## src/rtl/winograd_pkg.sv

```systemverilog
// ============================================================================
// winograd_pkg : shared types and parameter helpers for the Winograd blocks
// Rev 1.0
// ============================================================================
`default_nettype none

package winograd_pkg;

    typedef enum logic [2:0] {
        ST_IDLE   = 3'd0,
        ST_FILL   = 3'd1,
        ST_SETTLE = 3'd2,
        ST_DRAIN  = 3'd3,
        ST_CLEAR  = 3'd4
    } tile_ctrl_state_e;

    function automatic int tiles_per_row(input int w, input int n, input int m);
        return (w - n) / m + 1;
    endfunction

    function automatic bit params_legal(input int w, input int n, input int m, input int h);
        return (m > 0) && (w >= n) && (((w - n) % m) == 0) && (h >= 1);
    endfunction

    // Counter width for a range 0..count-1, never narrower than one bit.
    function automatic int cnt_width(input int count);
        return (count <= 1) ? 1 : $clog2(count);
    endfunction

endpackage

`default_nettype wire

```

## src/rtl/winograd_tile_ctrl_if.sv

```systemverilog
// ============================================================================
// winograd_tile_ctrl_if : pixel, line-buffer and tile handshake bundle
// Rev 1.0
// ============================================================================
`default_nettype none

interface winograd_tile_ctrl_if #(
    parameter int COL_W = 8,
    parameter int ROW_W = 9
);
    logic             i_start;
    logic             i_abort;
    logic             i_pix_valid;
    logic             i_tile_ready;
    logic             o_pix_ready;
    logic             o_lb_wr_valid;
    logic             o_lb_rd_adv;
    logic             o_lb_clr;
    logic             o_tile_valid;
    logic [COL_W-1:0] o_tile_col;
    logic [ROW_W-1:0] o_row_idx;
    logic             o_frame_done;
    logic             o_busy;

    modport master (
        input  i_start, i_abort, i_pix_valid, i_tile_ready,
        output o_pix_ready, o_lb_wr_valid, o_lb_rd_adv, o_lb_clr, o_tile_valid,
               o_tile_col, o_row_idx, o_frame_done, o_busy
    );

    modport slave (
        output i_start, i_abort, i_pix_valid, i_tile_ready,
        input  o_pix_ready, o_lb_wr_valid, o_lb_rd_adv, o_lb_clr, o_tile_valid,
               o_tile_col, o_row_idx, o_frame_done, o_busy
    );
endinterface

`default_nettype wire

```

## src/rtl/winograd_tile_ctrl.sv

```systemverilog
// ============================================================================
// winograd_tile_ctrl : line-buffer fill/drain sequencer for Winograd input tiles
// Rev 1.0
// ============================================================================
`default_nettype none

module winograd_tile_ctrl
    import winograd_pkg::*;
#(
    parameter int M      = 3,
    parameter int W      = 512,
    parameter int TILE_N = 4,
    parameter int TILE_M = 2,
    parameter int H      = 512
) (
    input  wire logic            i_clk,
    input  wire logic            i_rst,
    winograd_tile_ctrl_if.master bus
);

    localparam int T     = tiles_per_row(W, TILE_N, TILE_M);
    localparam int PIX_W = cnt_width(M * W);
    localparam int COL_W = cnt_width(T);
    localparam int ROW_W = cnt_width(H);

    localparam logic [PIX_W-1:0] c_PIX_LAST = PIX_W'(M * W - 1);
    localparam logic [COL_W-1:0] c_COL_LAST = COL_W'(T - 1);
    localparam logic [ROW_W-1:0] c_ROW_LAST = ROW_W'(H - 1);

    if (!params_legal(W, TILE_N, TILE_M, H)) begin : g_param_check
        $error("winograd_tile_ctrl: illegal W/TILE_N/TILE_M/H combination");
    end

    tile_ctrl_state_e r_state;
    tile_ctrl_state_e w_state_nxt;

    logic [PIX_W-1:0] r_pix_cnt;
    logic [COL_W-1:0] r_tile_cnt;
    logic [ROW_W-1:0] r_row_idx;
    logic             r_aborted;

    logic w_pix_ready;
    logic w_tile_valid;
    logic w_lb_clr;
    logic w_frame_done;
    logic w_pix_acc;
    logic w_tile_hs;
    logic w_abort_take;
    logic w_row_last;

    assign w_pix_acc    = w_pix_ready & bus.i_pix_valid;
    assign w_tile_hs    = w_tile_valid & bus.i_tile_ready;
    assign w_row_last   = (r_row_idx == c_ROW_LAST);
    assign w_abort_take = bus.i_abort &
                          ((r_state == ST_FILL) || (r_state == ST_SETTLE) || (r_state == ST_DRAIN));

    always_ff @(posedge i_clk or posedge i_rst) begin
        if (i_rst) begin
            r_state <= ST_IDLE;
        end else begin
            r_state <= w_state_nxt;
        end
    end

    always_comb begin
        w_state_nxt = r_state;
        unique case (r_state)
            ST_IDLE:   if (bus.i_start) w_state_nxt = ST_FILL;
            ST_FILL:   if (w_pix_acc && (r_pix_cnt == c_PIX_LAST)) w_state_nxt = ST_SETTLE;
            ST_SETTLE: w_state_nxt = ST_DRAIN;
            ST_DRAIN:  if (w_tile_hs && (r_tile_cnt == c_COL_LAST)) w_state_nxt = ST_CLEAR;
            ST_CLEAR:  w_state_nxt = (!r_aborted && w_row_last) ? ST_IDLE : ST_FILL;
            default:   w_state_nxt = ST_IDLE;
        endcase
        if (w_abort_take) begin
            w_state_nxt = ST_CLEAR;
        end
    end

    always_comb begin
        w_pix_ready  = 1'b0;
        w_tile_valid = 1'b0;
        w_lb_clr     = 1'b0;
        w_frame_done = 1'b0;
        unique case (r_state)
            ST_FILL:  w_pix_ready  = 1'b1;
            ST_DRAIN: w_tile_valid = 1'b1;
            ST_CLEAR: begin
                w_lb_clr     = 1'b1;
                w_frame_done = !r_aborted && w_row_last;
            end
            default: ;
        endcase
    end

    // An aborted row restarts the frame at row 0 instead of advancing.
    always_ff @(posedge i_clk or posedge i_rst) begin
        if (i_rst) begin
            r_pix_cnt  <= '0;
            r_tile_cnt <= '0;
            r_row_idx  <= '0;
            r_aborted  <= 1'b0;
        end else if (w_abort_take) begin
            r_pix_cnt  <= '0;
            r_tile_cnt <= '0;
            r_row_idx  <= '0;
            r_aborted  <= 1'b1;
        end else begin
            if (w_pix_acc) begin
                r_pix_cnt <= (r_pix_cnt == c_PIX_LAST) ? '0 : r_pix_cnt + 1'b1;
            end
            if (w_tile_hs) begin
                r_tile_cnt <= (r_tile_cnt == c_COL_LAST) ? '0 : r_tile_cnt + 1'b1;
            end
            if (r_state == ST_CLEAR) begin
                r_aborted <= 1'b0;
                r_row_idx <= (r_aborted || w_row_last) ? '0 : r_row_idx + 1'b1;
            end
        end
    end

    assign bus.o_pix_ready   = w_pix_ready;
    assign bus.o_lb_wr_valid = w_pix_acc;
    assign bus.o_lb_rd_adv   = w_tile_hs;
    assign bus.o_lb_clr      = w_lb_clr;
    assign bus.o_tile_valid  = w_tile_valid;
    assign bus.o_tile_col    = r_tile_cnt;
    assign bus.o_row_idx     = r_row_idx;
    assign bus.o_frame_done  = w_frame_done;
    assign bus.o_busy        = (r_state != ST_IDLE);

endmodule

`default_nettype wire
```

## src/flat_wrapper.sv

```systemverilog
// flat-port wrapper written by rule: the top's interface ports become plain ports
module winograd_tile_ctrl_flat import winograd_pkg::*;
#(
    parameter int M      = 3,
    parameter int W      = 512,
    parameter int TILE_N = 4,
    parameter int TILE_M = 2,
    parameter int H      = 512
)
  (i_clk, i_rst, bus_i_start, bus_i_abort, bus_i_pix_valid, bus_i_tile_ready, bus_o_pix_ready, bus_o_lb_wr_valid, bus_o_lb_rd_adv, bus_o_lb_clr, bus_o_tile_valid, bus_o_tile_col, bus_o_row_idx, bus_o_frame_done, bus_o_busy);
  winograd_tile_ctrl_if bus_i ();
  input  wire logic i_clk;
  input  wire logic i_rst;
  input wire logic [$bits(bus_i.i_start)-1:0] bus_i_start;
  input wire logic [$bits(bus_i.i_abort)-1:0] bus_i_abort;
  input wire logic [$bits(bus_i.i_pix_valid)-1:0] bus_i_pix_valid;
  input wire logic [$bits(bus_i.i_tile_ready)-1:0] bus_i_tile_ready;
  output wire logic [$bits(bus_i.o_pix_ready)-1:0] bus_o_pix_ready;
  output wire logic [$bits(bus_i.o_lb_wr_valid)-1:0] bus_o_lb_wr_valid;
  output wire logic [$bits(bus_i.o_lb_rd_adv)-1:0] bus_o_lb_rd_adv;
  output wire logic [$bits(bus_i.o_lb_clr)-1:0] bus_o_lb_clr;
  output wire logic [$bits(bus_i.o_tile_valid)-1:0] bus_o_tile_valid;
  output wire logic [$bits(bus_i.o_tile_col)-1:0] bus_o_tile_col;
  output wire logic [$bits(bus_i.o_row_idx)-1:0] bus_o_row_idx;
  output wire logic [$bits(bus_i.o_frame_done)-1:0] bus_o_frame_done;
  output wire logic [$bits(bus_i.o_busy)-1:0] bus_o_busy;
  assign bus_i.i_start = bus_i_start;
  assign bus_i.i_abort = bus_i_abort;
  assign bus_i.i_pix_valid = bus_i_pix_valid;
  assign bus_i.i_tile_ready = bus_i_tile_ready;
  assign bus_o_pix_ready = bus_i.o_pix_ready;
  assign bus_o_lb_wr_valid = bus_i.o_lb_wr_valid;
  assign bus_o_lb_rd_adv = bus_i.o_lb_rd_adv;
  assign bus_o_lb_clr = bus_i.o_lb_clr;
  assign bus_o_tile_valid = bus_i.o_tile_valid;
  assign bus_o_tile_col = bus_i.o_tile_col;
  assign bus_o_row_idx = bus_i.o_row_idx;
  assign bus_o_frame_done = bus_i.o_frame_done;
  assign bus_o_busy = bus_i.o_busy;
  winograd_tile_ctrl #(.M(M), .W(W), .TILE_N(TILE_N), .TILE_M(TILE_M), .H(H)) u_core (.i_clk(i_clk), .i_rst(i_rst), .bus(bus_i));
endmodule
```

## config.mk

```make
export PLATFORM = sky130hd
export DESIGN_NAME = winograd_tile_ctrl_flat
export DESIGN_NICKNAME = d
export VERILOG_FILES = /design/src/rtl/winograd_pkg.sv /design/src/rtl/winograd_tile_ctrl_if.sv /design/src/rtl/winograd_tile_ctrl.sv /design/src/flat_wrapper.sv
export SDC_FILE = /design/constraint.sdc
export NUM_CORES = 1
export LEC_CHECK = 0
export BUFFER_PORTS_ARGS = -buffer_cell sky130_fd_sc_hd__clkbuf_2
export CORE_UTILIZATION = 45
export CTS_CLUSTER_SIZE = 24
export DETAILED_ROUTE_END_ITERATION = 12
export PLACE_DENSITY = 0.71
export SLEW_MARGIN = 20
export SYNTH_ARGS = -nofsm -noshare
export SYNTH_HDL_FRONTEND = slang
export SYNTH_SLANG_ARGS = --single-unit
```

## constraint.sdc

```tcl
create_clock -name i_clk -period 1.7 [get_ports i_clk]
set_input_delay 0.255 -clock i_clk [delete_from_list [all_inputs] [get_ports i_clk]]
set_output_delay 0.255 -clock i_clk [all_outputs]
set_load 0.005 [all_outputs]
```

==> results.md, run 1 <==
* Setup crit end kind: output port
* DR vias/cell at between 5 and 6
* Hold Vio Cnt, Final at 0
* First drt pass iteration count at 4
* Synth cell count leaders: dfrtp_1, a21oi_1, nand2_1
* Ranking of synthesized cells by area: dfrtp_1, a21oi_1, nand3_1, o21ai_0, nand2_1
* Final period util at 104.3%
* Post-synth top area share at approximately 43%
* Relative slew margins at 70.77%
* Row count at 22
* Drt total wl at 5134 microns
* CORE AREA at 3799 sq um
* Initial Util at 48.78%
* Area of the multi-input gates at 1094 sq um
* Net count after synthesis at roughly 220
* CTS sink count at 32
* Total track usage at 24.66%
* Final instance area at 2628 sq um
* Yosys cell types at 46
* Port Buffers at 29
* Post-synth ARST share at 100.0%
* DR DRC count at 0
* Post-route setup slack at -72.93 ps
* Worst-path clk slew at around 80 ps
* Flops & latches, synth at 32
* Setup Skew at 14.71 ps
* Die width at around 66 microns
* Non-Filler Instances at 330
* Ys flop type: dfrtp_1
* Final HPWL DP at 3306 microns
* P&R area growth vs syn at 41.80%
* Worst Max-Slew Pin Slew at 438.4 ps
* FMAX at ~560 MHz
* Root Driver: clkbuf_8
* Mean routed wirelength per cell at about 16 microns
* Placed Area at about 2300 sq um
* Avg Cell Area, Syn at 8.995 sq um
* Core Util, Final at about 69%
* VDD IR max at 0.8252 mV
* Worst-path fanout max at 4
* Grt total ovfl at 0
* Ratio of cells with drive above 1 in the final layout at 39.01%
* Startpoint types: flop
* Arrival @ worst endpoint at 1520 ps
* Sequential cell area at 800.8 sq um
* Setup Slack @ Placement at -5.705 ps
* HP Class: in -> reg
* CTS Buffer Depth at 2
* Failing checks: negative setup slack
* Cell count after placement at 306
* Setup CP Type: reg -> out
* Worst path required time at 1440 ps
* TritonCTS Buffers at 5
* Number of flops mapped to enable cells by yosys at 0
* Die height at 66.17 microns
* H-tree Lvls at 2
* Fin. max-slew vios at 0
* Post-Syn Instances at 206
* Synth area leader: dfrtp_1
* Vias at 1903
* Detail Route Antenna Nets at 0
* First-pass GRT wire length at around 8100 microns
* Setup violators final at 6
* DIE AREA at between 4000 and 5000 sq um
* # IOs at 30
* Diodes inserted at 0
* Routability congestion estimate at 0.8676
* Pin count of the biggest net entering global routing at 14
* P_leak at 0.001230 uW
* Mapped Area at between 1500 and 2000 sq um
* CTS tree: done
* Most frequent cell after synthesis: dfrtp_1
* Vias in the first global route at 1769
* Status: finished, violations left
* Seq/Total Area, Yosys at 43.21%
* Clock latency at the later pin of the worst-skew pair at 290 ps
* Synth warn at 0
* Layout fillers at 311
* # nets final at between 200 and 300
* RSZ-0062 raised after global routing: yes
* PwrDens at 1047 nW/um^2
* Total Power at 2751 uW
* Detailed Route Iter0 Violations at roughly 150
* Max_cap viols at 0
* Initial antenna violation count at 0
* Tmin final at 1773 ps
## worst max-delay path: stages, from the launching register on
cell	delay [ps]
dfrtp_1	380
inv_2	50
or3_4	390
clkinv_4	60
buf_6	100
and3_4	180
buf_6	80
## layout make-up
cell class / instances / area share, %
Tap cell: 48 / 2.286
Multi-Input combinational cell: 160 / 41.62
Inverter: 9 / 1.476
Timing Repair Buffer: 73 / 20.05
Clock inverter: 2 / 1.333
Sequential cell: 32 / 30.48
Clock buffer: 6 / 2.762
## per-layer routing
layer / vias to the layer above / wire length (microns) / track usage (%)
met5: - / 0 / 0
met4: 0 / 54 / 9.043
met3: 6 / 203 / 6.034
met2: 64 / 2575 / 40.31
met1: 916 / 2301 / 31.35
li1: 917 / - / -
## kinds of logic (layout without fill, tap and decap cells)
family | count (synthesis) | in the layout | synth area share (%)
simple gates | 90 | 90 | 26.81
compound gates | 59 | 59 | 19.99
flops | 32 | 32 | 43.21
buf+inv | 14 | 90 | 3.713
fa+ha+maj | 5 | 5 | 3.376
xor+xnor | 5 | 5 | 2.363
mux | 1 | 1 | 0.5402
## flip-flops by register name, indices dropped and copies added, names as in the netlist
signal / flops
u_core.bus.o_tile_col: 8
u_core.r_pix_cnt: 11
u_core.r_aborted: 1
u_core.r_state: 3
u_core.bus.o_row_idx: 9
## timing repair
| item | 4_1_cts | 5_1_grt |
|---|---|---|
| hold buffers | 1 | 0 |
| resized for setup | 8 | 21 |
| pin swaps | 2 | 8 |
| buffers inserted | 8 | 7 |
| hold endpoints to repair | 10 | 0 |
| setup endpoints to repair | 8 | 30 |
## cell usage in the layout, fill, tap and decap left out, types with 3 or more instances in the layout
cell type  instances
inv_1              7
buf_4             38
nand2_1           18
nand3_1           11
nand4_1            4
ha_1               3
xnor2_1            5
nor3_1             3
or3_4              3
nand4b_1           4
o31ai_1            3
dfrtp_1           32
a21oi_1           17
buf_6              5
nand3_2            3
or3_1              7
nor2_1            14
o21ai_0           14
a21oi_2            4
clkbuf_8           5
clkbuf_2          27
and3_1             5
## stage by stage
stage	TNS, ps	hold slack, ps
detailed placement	-5.705	255.3
global placement	0	247.6
global route	-1076	301.5
CTS	-127.2	282.2
finish	-178.3	285.4
floorplan	0	371.2
## path summary, 6_finish.rpt
check	from	to	slack, ps	cells past startpoint
max in group asynchronous	i_rst	u_core.bus.o_tile_col[7]	670	4
max reg2reg	u_core.r_state[0]	u_core.bus.o_row_idx[2]	-50	7
min	bus_i_start	u_core.r_state[0]	290	3
max	u_core.r_state[2]	bus_o_frame_done	-70	6
min reg2reg	u_core.r_pix_cnt[9]	u_core.r_pix_cnt[9]	540	1
min in group asynchronous	i_rst	u_core.r_pix_cnt[5]	490	3
## where the power goes
| part | switching [uW] | internal, uW | total, uW |
|---|---|---|---|
| Clock | 290 | 435 | 725 |
| Combinational | 540 | 528 | 1070 |
| Sequential | 97.6 | 861 | 958 |
No activity file was read; power rests on OpenSTA's default activity.
==> inputs of run 2 (changes only) <==
- PLACE_DENSITY: 0.71 -> default
- PLACE_DENSITY_LB_ADDON: default -> 0.05
- RECOVER_POWER: default -> 25
==> run 2 against run 1 <==
The run still ends with negative setup slack left. Largest power group unchanged. Cell area increased by 1.1%. Worst setup slack worse by 32 ps. Cell count fell by 0.30%. Non-clock buffer count stayed put. Power shrank 2.9%. Critical path type unchanged. Clock power decreased by 12%. First-iteration DRC count down 19%.
==> results.md, run 2 (synthesized netlist as in run 1, its figures left out) <==
* Status: finished, violations left
* Failing checks: negative setup slack
* Worst-path clk slew at ~70 ps
* Die height at 66.17 microns
* Setup crit start: u_core.bus.o_row_idx[1]
* Detailed Route Iter0 Violations at 123
* HP Class: in -> async
* First drt pass iteration count at 4
* Relative slew margins at 45.53%
* Grt total ovfl at 0
* Clock share of power at 24.0%
* CTS sink count at 32
* DR vias/cell at between 5 and 6
* Reg power frac at 35.9%
* Initial antenna violation count at 0
* Sw power at 937.1 uW
* Routability congestion estimate at around 0.9
* Fin. max-slew vios at 0
* Vias in the first global route at 1768
* Startpoint types: flop
* Setup Skew at 6.836 ps
* Sw frac at 35.09%
* Worst path slowest cell: dfrtp_1
* Row count at 22
* Setup crit end kind: output port
* Max_cap viols at 0
* CTS tree: done
* P_leak at 0.001226 uW
* PwrDens at slightly above 1000 nW/um^2
* Worst path required time at 1440 ps
* Reg-to-Reg End: u_core.bus.o_row_idx[5]
* First-pass GRT wire length at 8273 microns
* Hold Vio Cnt, Final at 0
* Max stage delay on crit path at between 400 and 500 ps
* Core Util, Final at a little over two thirds
* Setup violators final at 1
* Largest Register: u_core.r_pix_cnt
* R2R setup slack at 30 ps
* P&R area growth vs syn at 43.42%
* Arrival @ worst endpoint at 1550 ps
* Drt total wl at 5338 microns
* FMAX at 554.2 MHz
* Post-cts hold buffer count at 0
* Tmin final at 1805 ps
* Vias at 1915
* Comb power frac at 40.1%
* Clock latency at the later pin of the worst-skew pair at 290 ps
* Ratio of cells with drive above 1 in the final layout at 39.86%
* Most frequent cells in the layout: buf_4, dfrtp_1, clkbuf_2
* Int Pwr at 1734 uW
* RSZ-0062 raised after global routing: yes
* Root Driver: clkbuf_8
* DR DRC count at 0
* Post-route setup slack at -104.6 ps
* Critical path cell sequence: ha_4 -> nand3_4 -> nor2_4 -> ha_4 -> and3_4 -> buf_6
* Leading cell type in the layout, fill and taps excluded: buf_4
* Setup Slack @ Placement at 0.4189 ps
* CORE AREA at 3799 sq um
* Worst-path fanout max at 3
* # nets final at between 200 and 300
* Detail Route Antenna Nets at 0
* DIE AREA at 4378 sq um
* Final HPWL DP at 3371 microns
* Layout fillers at 292
* Die width at 66.17 microns
* Pin count of the biggest net entering global routing at 33
* Mean routed wirelength per cell at 16.22 microns
* R2R Path Start: u_core.r_state[2]
* Worst Max-Slew Pin Slew at 817.1 ps
* VDD IR max at 0.6626 mV
* CTS Buffer Depth at 2
* Setup crit end: bus_o_frame_done
* Setup CP Type: reg -> out
* Port Buffers at 29
* Non-Filler Instances at 329
* Worst Reg2Reg Path Length in Cells at 6
* Number of flip-flops in the largest register at 11
* Total track usage at 25.36%
* Diodes inserted at 0
* Initial Util at 48.78%
* Cell count after placement at 304
* Final period util at 106.2%
* # IOs at 30
* Most numerous cell on the critical path: ha_4
* H-tree Lvls at 2
* TritonCTS Buffers at 5
[run 2: power groups by stage]
stage / combinational, uW / sequential (uW) / clock (uW)
finish: 1070 / 959 / 641
CTS: 883 / 950 / 653
global placement: 813 / 961 / 0
detailed placement: 825 / 963 / 0
floorplan: 521 / 966 / 0
global route: 1170 / 976 / 682
[run 2: layout make-up]
cell class | count | area, sq um | area share [%]
repair buffers | 73 | 523.0 | 19.68
well taps | 48 | 60.06 | 2.260
clock buffers | 7 | 96.34 | 3.625
multi-input cells | 160 | 1139 | 42.84
flip-flops and latches | 32 | 800.8 | 30.13
inverters | 9 | 38.79 | 1.460
[run 2: critical path, delay by kind of cell, from the launching register on]
family / cells / cell delay [ps]
fa+ha+maj: 2 / 350
simple gates: 3 / 410
flops: 1 / 420
buf+inv: 1 / 90
[run 2: per-stage QoR]
| step | hold slack [ps] | TNS, ps | instance area (sq um) | total power [uW] |
|---|---|---|---|---|
| 5_1_grt | 272.7 | -420.4 | 2658 | 2826 |
| 2_1_floorplan | 371.2 | 0 | 1853 | 1487 |
| 3_5_place_dp | 344.9 | 0 | 2236 | 1788 |
| 3_3_place_gp | 336.9 | 0 | 2236 | 1774 |
| 6_report | 181.9 | -104.6 | 2658 | 2671 |
| 4_1_cts | 40.00 | -61.45 | 2444 | 2486 |
[run 2: routing by layer]
layer | global-route usage (%) | share of wire (%) | vias to the layer above
li1 | - | - | 913
met1 | 33.44 | 43 | 931
met2 | 40.05 | 50 | 65
met3 | 6.207 | 5.7 | 6
met4 | 9.309 | 1.3 | 0
met5 | 0 | 0 | -
[run 2: how the worst min path moves through the flow]
| stage | cells past startpoint | to |
|---|---|---|
| after global placement | 3 | u_core.bus.o_tile_col[3] |
| after global routing | 3 | u_core.bus.o_row_idx[8] |
| after CTS | 3 | u_core.bus.o_row_idx[8] |
| final | 3 | u_core.bus.o_row_idx[8] |
| after floorplan | 1 | u_core.bus.o_row_idx[0] |
| after detailed placement | 3 | u_core.bus.o_tile_col[4] |
[run 2: what timing repair did]
item	in CTS	in global routing
pin swaps	5	12
gates resized for setup	10	29
setup endpoints to repair	3	28
setup buffers	9	8
gates cloned	0	1
==> inputs of run 3 (changes only) <==
- BUFFER_PORTS_ARGS: -buffer_cell sky130_fd_sc_hd__clkbuf_2 -> default
- CORE_UTILIZATION: 45 -> 42
- DONT_BUFFER_PORTS: default -> 1
==> run 3 against run 2 <==
The run now ends clean. Sequential power decreased by 1%. Combinational power down 15%. Cell area fell by 13%. First-iteration DRC count decreased by 16%. Clock power shrank 2%. Count of clock-buffer cells in the layout decreased by 1. Die area grew 6.9%. Maximum frequency rose by 6.6%. Critical path depth is the same. Power decreased by 6.9%. Sequential share of layout area rose by 4.5 points. Largest cell class unchanged.
==> results.md, run 3 (synthesized netlist as in run 1, its figures left out) <==
* Final period util at 99.54%
* # IOs at 30
* Fin Hold WS at 32.04 ps
* Top Metal Used: met4
* Total track usage at between 20% and 30%
* HP Class: in -> reg
* Worst path required time at about 1900 ps
* Detail Route Antenna Nets at 0
* Core Util, Final at 56.22%
* First-pass GRT wire length at just under 8000 microns
* DIE AREA at roughly 4700 sq um
* Setup_tns at 0 ps
* Fin. max-slew vios at 0
* Max_cap viols at 0
* Largest Register: u_core.r_pix_cnt
* Mean routed wirelength per cell at 16.70 microns
* Total Power at 2486 uW
* Final HPWL DP at roughly 3500 microns
* P&R area growth vs syn at 24.85%
* First drt pass iteration count at 4
* RSZ-0062 raised after global routing: yes
* Row count at 23
* TritonCTS Buffers at 5
* PwrDens at 1074 nW/um^2
* Port Buffers at 0
* Ratio of cells with drive above 1 in the final layout at 26.83%
* Setup Skew at around 9.2 ps
* Detailed Route Iter0 Violations at 103
* Initial Util at 45.03%
* Vias at about 1800
* Relative slew margins at a little under half
* Worst-path fanout max at 13
* Status: finished clean
* Number of flip-flops in the largest register at 11
* Setup crit end kind: flop
* # nets final at 256
* Pin count of the biggest net entering global routing at 33
* Startpoint types: flop
* DR vias/cell at 5.912
* Final instance area at 2313 sq um
* Initial antenna violation count at 0
* Die width at slightly below 70 microns
* Tmin final at 1692 ps
* CTS Buffer Depth at 2
* Worst path buffer plus inverter count at 2
* Diodes inserted at 0
* CTS sink count at 32
* Worst path slowest cell: dfrtp_1
* H-tree Lvls at 2
* Leading cell type in the layout, fill and taps excluded: buf_4
* Clock latency at the later pin of the worst-skew pair at 280 ps
* CTS tree: done
* Critical path cell sequence: buf_4 -> o21ba_2 -> a21oi_2 -> buf_4 -> o21ai_0 -> a21oi_2
* CORE AREA at 4115 sq um
* FMAX at ~600 MHz
* WP depth at 6
* Max stage delay on crit path at 390 ps
* Worst Reg2Reg Path Length in Cells at 6
* Hold path cells at 1
* CP top delay family: compound AO/OA/AOI/OAI gates
* Root Driver: clkbuf_8
* Detailed route wirelength on metal3 at 250 microns
* Worst Max-Slew Pin Slew at approximately 800 ps
* DR DRC count at 0
* Wire length on met1 at 2213 microns
* Met2 Wirelength at 2440 microns
* P_leak at between 0.001 and 0.0015 uW
* Vias in the first global route at 1707
* Grt total ovfl at 0
* Drt total wl at between 4000 and 5000 microns
* Most frequent cells in the layout: buf_4, dfrtp_1, nand2_1, a21oi_1, nor2_1
* VDD IR max at 0.5777 mV
* Hold Vio Cnt, Final at 0
* Placed Area at about 2100 sq um
* Die height at just under 70 microns
* Routability congestion estimate at ~0.86
* Setup CP Type: reg -> reg
* Worst-path clk slew at 80 ps
* Setup violators final at 0
* Arrival @ worst endpoint at 1910 ps
[run 3: path summary, 6_finish.rpt]
path                                 startpoint  slack, ps                       to
setup / recovery              u_core.r_state[1]          8  u_core.bus.o_row_idx[4]
hold / removal                      bus_i_abort         30        u_core.r_state[1]
setup reg to reg              u_core.r_state[1]          8  u_core.bus.o_row_idx[4]
hold reg to reg            u_core.r_pix_cnt[10]        500     u_core.r_pix_cnt[10]
max in group asynchronous                 i_rst        540      u_core.r_pix_cnt[6]
min in group asynchronous                 i_rst        650  u_core.bus.o_row_idx[8]
[run 3: layout make-up]
type	count	area, sq um
flip-flops and latches	32	800.8
well taps	50	62.56
multi-input cells	160	1037
clock inverters	2	10.01
clock buffers	6	82.58
fillers	360	1802
repair buffers	37	281.5
inverters	9	38.79
[run 3: through the flow]
stage	cells	setup WS, ps
after global placement	284	65.56
final	296	7.772
after CTS	295	-40.59
after global routing	296	-65.96
after floorplan	206	70.55
after detailed placement	284	-57.52
[run 3: layer usage]
layer  vias up  track usage [%]
met5         -                0
met1       858            28.95
met3         4            6.500
met4         0            8.073
met2        42            37.38
li1        846                -
[run 3: timing repair]
action                                  4_1_cts  5_1_grt
setup buffers                                 2        1
resized for setup                             4       10
hold buffers                                  1        0
pin swaps                                     4        3
hold endpoints to repair                     32        0
endpoints found under the setup margin        8       20
[run 3: report_power, final]
part,leakage [uW],total (uW),switching [uW],internal [uW]
logic,0.000555,914,516,398
registers,0.000428,945,85.0,860
clock network,0.0000510,627,303,323
